$ cat config.mk
export PLATFORM = sky130hd
export DESIGN_NAME = time_bcd_formatter
export DESIGN_NICKNAME = d
export VERILOG_FILES = /design/src/rtl/time_bcd_formatter.sv
export SDC_FILE = /design/constraint.sdc
export NUM_CORES = 1
export LEC_CHECK = 0
export CAP_MARGIN = 20
export CORE_MARGIN = 8
export CORE_UTILIZATION = 53
export DETAILED_ROUTE_END_ITERATION = 10
export PLACE_DENSITY = 0.88
export SYNTH_ARGS = -nofsm -noshare
export SYNTH_HDL_FRONTEND = slang
export SYNTH_SLANG_ARGS = --single-unit
$ cat constraint.sdc
create_clock -name clk -period 2.2 [get_ports clk]
set_input_delay 0.44 -clock clk [delete_from_list [all_inputs] [get_ports clk]]
set_output_delay 0.44 -clock clk [all_outputs]
set_load 0.005 [all_outputs]
$ cat src/rtl/time_bcd_formatter.sv
`default_nettype none
// ============================================================================
//  Module      : time_bcd_formatter
//  Description : Snapshots two time fields (HH:MM or MM:SS) on a start
//                request, applies optional 12-hour mapping and range
//                clamping, then converts both fields to BCD with a single
//                shared sequential double-dabble engine. Results, PM flag
//                and overflow flag are committed together and announced
//                with a one-cycle done pulse.
//  Revision    : 1.0 - initial release
// ============================================================================
module time_bcd_formatter #(
  parameter int         FIELD_W    = 6,
  parameter int         FD         = 2,
  parameter logic [3:0] BLANK_CODE = 4'hF
) (
  input  logic                clk,
  input  logic                reset,
  input  logic [1:0]          state,
  input  logic [FIELD_W-1:0]  seconds,
  input  logic [FIELD_W-1:0]  minutes,
  input  logic [FIELD_W-1:0]  hours,
  input  logic                hour12,
  input  logic                blank_lz,
  input  logic                start,
  output logic                busy,
  output logic                done,
  output logic [8*FD-1:0]     digits,
  output logic                pm,
  output logic                ovf
);

  localparam int BCD_W   = 4 * FD;
  localparam int DD_W    = BCD_W + FIELD_W;
  localparam int CNT_W   = $clog2(FIELD_W);
  localparam int MAX_VAL = (10 ** FD) - 1;

  typedef enum logic [1:0] {
    S_IDLE    = 2'd0,
    S_CONV_LO = 2'd1,
    S_CONV_HI = 2'd2,
    S_COMMIT  = 2'd3
  } fsm_t;

  fsm_t               fsm_q,      fsm_d;
  logic [CNT_W-1:0]   cnt_q,      cnt_d;
  logic [DD_W-1:0]    dd_q,       dd_d;
  logic [FIELD_W-1:0] hi_q,       hi_d;
  logic [BCD_W-1:0]   lo_bcd_q,   lo_bcd_d;
  logic               snap_pm_q,  snap_pm_d;
  logic               snap_ovf_q, snap_ovf_d;
  logic               blank_q,    blank_d;
  logic [8*FD-1:0]    digits_q,   digits_d;
  logic               pm_q,       pm_d;
  logic               ovf_q,      ovf_d;
  logic               busy_q,     busy_d;
  logic               done_q,     done_d;

  logic [FIELD_W-1:0] sel_hi, sel_lo, map_hi, clamp_hi, clamp_lo;
  logic               map_pm, clip_hi, clip_lo;
  logic [DD_W-1:0]    dd_adj, dd_step;
  logic [BCD_W-1:0]   hi_bcd, hi_disp;

  // Operand selection, 12-hour mapping and clamping of the live inputs
  always_comb begin
    sel_hi = (state == 2'd2) ? minutes : hours;
    sel_lo = (state == 2'd2) ? seconds : minutes;
    map_hi = sel_hi;
    map_pm = 1'b0;
    if (hour12 && !state[1]) begin
      if (sel_hi == '0) begin
        map_hi = FIELD_W'(12);
      end else if (sel_hi >= FIELD_W'(12)) begin
        map_pm = 1'b1;
        if (sel_hi > FIELD_W'(12)) map_hi = sel_hi - FIELD_W'(12);
      end
    end
    clip_hi  = (32'(map_hi) > 32'(MAX_VAL));
    clip_lo  = (32'(sel_lo) > 32'(MAX_VAL));
    clamp_hi = clip_hi ? FIELD_W'(MAX_VAL) : map_hi;
    clamp_lo = clip_lo ? FIELD_W'(MAX_VAL) : sel_lo;
  end

  // One double-dabble step: add 3 to every BCD nibble >= 5, then shift left
  always_comb begin
    dd_adj = dd_q;
    for (int i = 0; i < FD; i++) begin
      if (dd_adj[FIELD_W+4*i +: 4] >= 4'd5)
        dd_adj[FIELD_W+4*i +: 4] = dd_adj[FIELD_W+4*i +: 4] + 4'd3;
    end
    dd_step = {dd_adj[DD_W-2:0], 1'b0};
  end

  // Hi-field display value with optional blanking of its leftmost digit
  always_comb begin
    hi_bcd  = dd_q[DD_W-1 -: BCD_W];
    hi_disp = hi_bcd;
    if (blank_q && (hi_bcd[BCD_W-1 -: 4] == 4'd0))
      hi_disp[BCD_W-1 -: 4] = BLANK_CODE;
  end

  // Next-state and datapath control for the conversion sequence
  always_comb begin
    fsm_d      = fsm_q;
    cnt_d      = cnt_q;
    dd_d       = dd_q;
    hi_d       = hi_q;
    lo_bcd_d   = lo_bcd_q;
    snap_pm_d  = snap_pm_q;
    snap_ovf_d = snap_ovf_q;
    blank_d    = blank_q;
    digits_d   = digits_q;
    pm_d       = pm_q;
    ovf_d      = ovf_q;
    busy_d     = busy_q;
    done_d     = 1'b0;

    case (fsm_q)
      S_IDLE: begin
        if (start && (state != 2'd3)) begin
          fsm_d      = S_CONV_LO;
          busy_d     = 1'b1;
          cnt_d      = '0;
          dd_d       = {{BCD_W{1'b0}}, clamp_lo};
          hi_d       = clamp_hi;
          snap_pm_d  = map_pm;
          snap_ovf_d = clip_hi | clip_lo;
          blank_d    = blank_lz;
        end
      end
      S_CONV_LO: begin
        dd_d  = dd_step;
        cnt_d = cnt_q + 1'b1;
        if (cnt_q == CNT_W'(FIELD_W - 1)) begin
          // Lo result parks in its own register; engine reloads with hi
          lo_bcd_d = dd_step[DD_W-1 -: BCD_W];
          dd_d     = {{BCD_W{1'b0}}, hi_q};
          cnt_d    = '0;
          fsm_d    = S_CONV_HI;
        end
      end
      S_CONV_HI: begin
        dd_d  = dd_step;
        cnt_d = cnt_q + 1'b1;
        if (cnt_q == CNT_W'(FIELD_W - 1)) begin
          cnt_d = '0;
          fsm_d = S_COMMIT;
        end
      end
      S_COMMIT: begin
        digits_d = {hi_disp, lo_bcd_q};
        pm_d     = snap_pm_q;
        ovf_d    = snap_ovf_q;
        busy_d   = 1'b0;
        done_d   = 1'b1;
        fsm_d    = S_IDLE;
      end
      default: fsm_d = S_IDLE;
    endcase
  end

  // State registers; reset discards any conversion in flight
  always_ff @(posedge clk or posedge reset) begin
    if (reset) begin
      fsm_q      <= S_IDLE;
      cnt_q      <= '0;
      dd_q       <= '0;
      hi_q       <= '0;
      lo_bcd_q   <= '0;
      snap_pm_q  <= 1'b0;
      snap_ovf_q <= 1'b0;
      blank_q    <= 1'b0;
      digits_q   <= '0;
      pm_q       <= 1'b0;
      ovf_q      <= 1'b0;
      busy_q     <= 1'b0;
      done_q     <= 1'b0;
    end else begin
      fsm_q      <= fsm_d;
      cnt_q      <= cnt_d;
      dd_q       <= dd_d;
      hi_q       <= hi_d;
      lo_bcd_q   <= lo_bcd_d;
      snap_pm_q  <= snap_pm_d;
      snap_ovf_q <= snap_ovf_d;
      blank_q    <= blank_d;
      digits_q   <= digits_d;
      pm_q       <= pm_d;
      ovf_q      <= ovf_d;
      busy_q     <= busy_d;
      done_q     <= done_d;
    end
  end

  assign busy   = busy_q;
  assign done   = done_q;
  assign digits = digits_q;
  assign pm     = pm_q;
  assign ovf    = ovf_q;

endmodule
`default_nettype wire

Yosys cells after proc, flatten, opt, wreduce, memory -nomap -nowiden --
Cells that the tools add are included. Widths: inputs -> output; s select.
Storage, ports and cells: bits in registers 54, input port bits 25, output and inout port bits 20, logic and storage cells 70
Cells by class: add/sub/neg operators 4, $lt $le $gt $ge 4, eq/ne operators 9, mux-type cells 25, reduce and logical (&&, ||, !) cells 17
Operators with widths (number):
- $pmux 14 s3 | 1
- $mux 6 | 6
- $mux 14 | 2
- $reduce_and 2->1 | 5
- $mux 3 | 3
- $ge 4x3->1 const B | 2
- $mux 4 | 2
- $ne 2x2->1 const B | 4
- $pmux 2 s4 | 1
- $eq 2x2->1 const B | 3
- $ge 6x4->1 const B | 1
- $gt 6x4->1 const B | 1
- $logic_not 6->1 | 1
- $mux 2 | 3
- $pmux 3 s2 | 1
- $sub 6x4->6 const B | 1
- $mux 1 | 5
- $add 4x2->4 const B | 1
- $logic_not 4->1 | 1
- $reduce_bool 2->1 | 2
- $add 3x1->3 const B | 1
- $add 3x2->3 const B | 1
- $eq 3x3->1 const B | 1
- $logic_and 1x1->1 | 3
- other kinds (7) | 7

Depth between registers and ports, before layout --
word-level depth 7, mapped depth 9, mapped depth without buffers 8

Least setup slack after synthesis --
OpenSTA, ideal clock, no wires.
kind in2reg, start input port state[0], end register hi_q[2], setup time 0.122 ns, arrival time 2.133 ns, setup slack -0.054 ns, stages 7, path buffers 1, cells stage by stage nand2b_1 > clkbuf_1 > mux2_2 > ha_1 > a21bo_1 > or3_1 > a32o_1
Between the ends: longest elaborated chain between the ends 7, elaborated cells on any way between the ends 13, classes of those cells add/sub (1); order compare (2); eq/ne (2); mux (5); reduce/logical (3)
RTL lines:
- from (decl) | line 19 | input logic [1:0] state,
- $eq 2x2->1 | line 66 | sel_hi = (state == 2'd2) ? minutes : hours;
- $mux 6 | line 66
- $sub 6x4->6 / $gt 6x4->1 (equally long branches) | line 75 | if (sel_hi > FIELD_W'(12)) map_hi = sel_hi - FIELD_W'(12);
- $mux 6 | line 75
- $mux 6 | line 73 | end else if (sel_hi >= FIELD_W'(12)) begin
- $mux 6 | line 71 | if (sel_hi == '0) begin
- $mux 6 | line 70 | if (hour12 && !state[1]) begin
- to (signal assigned) | line 182 | hi_q <= hi_d;
- to (decl) | line 48 | logic [FIELD_W-1:0] hi_q, hi_d;
Parallel ways exist; a longest one is shown, timed or not. A chain may end at the register's enable or synchronous reset.

Worst setup path in the final report --
start input port minutes[4], end register hi_q[2]
Between the ends: longest elaborated chain between the ends 6, elaborated cells on any way between the ends 8, classes of those cells order compare (2); mux (5); reduce/logical (1)
RTL lines:
- from (decl) | line 21 | input logic [FIELD_W-1:0] minutes,
- $mux 6 (*) | line 66
- $gt 6x4->1 | line 75
- $mux 6 | line 75
- $mux 6 | line 73
- $mux 6 (*) | line 71
- $mux 6 (*) | line 70
Every way passes the cells marked *; elsewhere a longest branch is shown, timed or not.

==> metrics.yaml <==
run_status:
  status: "finished clean"
floorplanning:
  coreArea_um2: 5140
  start_util: 0.551
  die_h_um: 89.1
  std_cell_rows: 26
  fp.dieArea_um2: 7940
  die_w_um: 89.1
  io-pin-count: 45
power_and_ir_drop:
  p_seq_frac: 0.388
  p_leak_nw: 1.66
  netSwitchingPower_w: 0.00144
  max-vdd-ir-drop_mv: 0.482
  fin_total_pwr_w: 0.00387
  pwr-share-comb: 0.472
  switching_share: 0.373
  clockPowerShare: 0.140
  powerDensity_nw_per_um2: 1060
  internal_power_w: 0.00243
flow_run:
  drv_cap: 0
sta:
  slew_viol_final: 0
  worst_slew_margin_rel: 0.489
  fin_worst_skew_ns: 0.0113
  fin_crit_sh: 0.966
  min_period_ns: 2.12
  rsz0062_at_grt: "no"
  hold_viol: 0
  tightestPinTransition_ns: 0.767
  max_freq_ghz: 0.471
  finalSetupViolations: 0
critical_path:
  critical-path-slowest-cell: "or4b_4"
  cp.required_ns: 2.39
  cp_slowest_stage_delay_ns: 0.57
  crit_type: "input pin to flip-flop"
  worst_ep_arrival_time_ns: 2.32
  cp_max_fo: 3
  ff2ff_setup_slack_ns: 0.33
  cp-start-kind: "input pin"
  setup.worst_path.end_class: "flip-flop"
  crit_path_cell_trace: "clkdlybuf4s50_1 -> or4b_4 -> o31ai_4 -> a21bo_1 -> or3_1 -> a32o_1"
detailed_routing:
  wl_per_cell_um: 15.7
  wirelength_mm: 6.48
  via_count: 2318
  drtIter0Drc: 112
  vias_per_cell: 5.60
  ant_nets: 0
  drc: 0
  firstDrtPassIters: 4
logic_synthesis:
  synth_cells: 278
  synth_top_area_cell: "dfrtp_1"
  yosysWarnings: 0
  synthesis.area_um2: 2830
  async_reset_ff_frac: 1.00
  ys.flop_type: "dfrtp_1"
  synthTopCellsByArea: "dfrtp_1 (48%), mux2_2 (7.6%), ha_1 (5.7%)"
  syn_avg_cell_area_um2: 10.2
  synth_seq_cells: 54
  ys_types: 45
  synth_fp_nets: 316
  yosysTopAreaCellShare: 0.477
  synth_edf_count: 0
  yosysSeqAreaShare: 0.477
clock_tree:
  clk_pin_slew_worst_paths_ns: 0.10
  cts_buffers: 5
  clock-root-buffer: "clkbuf_8"
  clkLatencyLatePin_ns: 0.31
  clockBufferDepth: 2
  postCtsHoldBufs: 0
  htree_levels: 2
  clock_sinks: 54
  cts_tree: "done"
finish:
  area_growth_pct: 28.5
  drive_gt1_frac: 0.172
  fin_area_um2: 3640
  n_fill_cell: 413
  diodes: 0
  fin_nets: 381
global_route:
  grt.overflow.total: 0
  grt_pass1_vias: 2397
  grt_pass1_wl_mm: 11.1
  grt_antenna_before_repair: 0
  globalRouteTotalUtil: 0.178
  grt_max_degree: 55
place:
  postPlaceCellArea_um2: 3510
  port_buffers: 43
  dp_hpwl_mm: 5.12
  gp_congestion: 0.890
hold_path:
  min_path_type: "flip-flop to flip-flop"
==> metal layers <==
layer,up-vias,track usage,part of all wire
li1,1112,-,-
met1,1127,0.191,0.41
met2,67,0.331,0.52
met3,12,0.0450,0.058
met4,0,0.0544,0.016
met5,-,0,0
==> final timing paths <==
path                                            from                      to  cells after the start
worst max register to register  fsm_q[0]$_DFFE_PP0P_     dd_q[7]$_DFFE_PP0P_                      7
worst min register to register   hi_q[4]$_DFFE_PP0P_     hi_q[4]$_DFFE_PP0P_                      2
max in group asynchronous                      reset     hi_q[2]$_DFFE_PP0P_                      3
min in group asynchronous                      reset  digits[14]$_DFFE_PP0P_                      3
worst min-delay path             hi_q[4]$_DFFE_PP0P_     hi_q[4]$_DFFE_PP0P_                      2
worst max-delay path                      minutes[4]     hi_q[2]$_DFFE_PP0P_                      6
==> cells by family (layout without fill, tap and decap cells) <==
group | Yosys count | after routing | share of synthesized area
AOI/OAI and AO/OA | 68 | 68 | 0.160
buffers and inverters | 23 | 89 | 0.0323
DFF | 54 | 54 | 0.477
adders and majority gates | 13 | 13 | 0.0574
muxes | 31 | 31 | 0.118
xor gates and xnor gates | 3 | 3 | 0.00928
and+or+nand+nor | 85 | 85 | 0.144
other | 1 | 1 | 0.00132
==> cell usage after synthesis (2+ instances only) <==
master,number
dfrtp_1,54
nand2_1,36
o21ai_0,20
mux2_2,19
nor2_1,15
ha_1,13
mux2i_1,12
inv_1,11
a21oi_1,10
clkbuf_1,9
o22ai_1,7
nand2b_1,6
o31ai_1,6
nand3_1,5
or3_1,5
nor3_1,4
o22a_1,4
o2bb2ai_1,4
a211oi_1,3
a32o_1,3
nor3b_1,3
xnor2_1,3
a21o_1,2
and2_1,2
nor2b_1,2
==> placed cells by master (no fill, tap or decap), types with 10 or more instances in the layout <==
cell type | Yosys | final
dfrtp_1 | 54 | 54
clkdlybuf4s50_1 | 0 | 41
nand2_1 | 36 | 36
buf_4 | 1 | 25
o21ai_0 | 20 | 20
mux2_2 | 19 | 18
nor2_1 | 15 | 15
ha_1 | 13 | 13
mux2i_1 | 12 | 11
a21oi_1 | 10 | 10
inv_1 | 11 | 10
==> power groups by stage <==
stage	sequential [W]	clock, W	combinational, W
after floorplan	0.00148	0	0.00112
after global placement	0.00150	0	0.00173
after detailed placement	0.00152	0	0.00181
after CTS	0.00150	0.000544	0.00183
after global routing	0.00154	0.000590	0.00203
final	0.00150	0.000541	0.00183
==> worst max-delay path, delay by kind of cell <==
family | cells | cell delay, ns
compound gates | 3 | 0.55
buf+inv | 1 | 0.46
simple gates | 2 | 0.87
==> what timing repair did <==
action / in CTS / in global routing
gates resized for setup: 1 / 7
buffers inserted: 0 / 1
setup endpoints to repair: 1 / 1
endpoints found under the hold margin: 0 / 0
==> stage by stage <==
step           instances  hold slack [ns]  setup TNS [ns]   util  setup slack [ns]
6_report             414            0.487               0  0.708            0.0757
4_1_cts              413            0.487               0  0.701            0.0309
3_3_place_gp         405            0.457          -0.880  0.682            -0.296
2_1_floorplan        278            0.444               0      -            0.0613
3_5_place_dp         405            0.466           -1.15  0.682            -0.332
5_1_grt              414            0.510               0  0.708            0.0191
==> sequential cells by signal, summed over array words and instances, names as in the netlist <==
name / count
lo_bcd_q: 8
cnt_q: 3
hi_q: 6
blank_q: 1
busy: 1
snap_pm_q: 1
done: 1
dd_q: 14
pm: 1
digits: 16
fsm_q: 2
==> area by class of cell <==
type,instances,area [um2],area share
Clock buffer,6,72.6,0.0200
Clock inverter,2,13.8,0.00378
Inverter,11,41.3,0.0114
Multi-Input combinational cell,201,1420,0.389
Sequential cell,54,1350,0.372
Tap cell,70,87.6,0.0241
Timing Repair Buffer,70,654,0.180
Power figures use the tool's default switching activity.
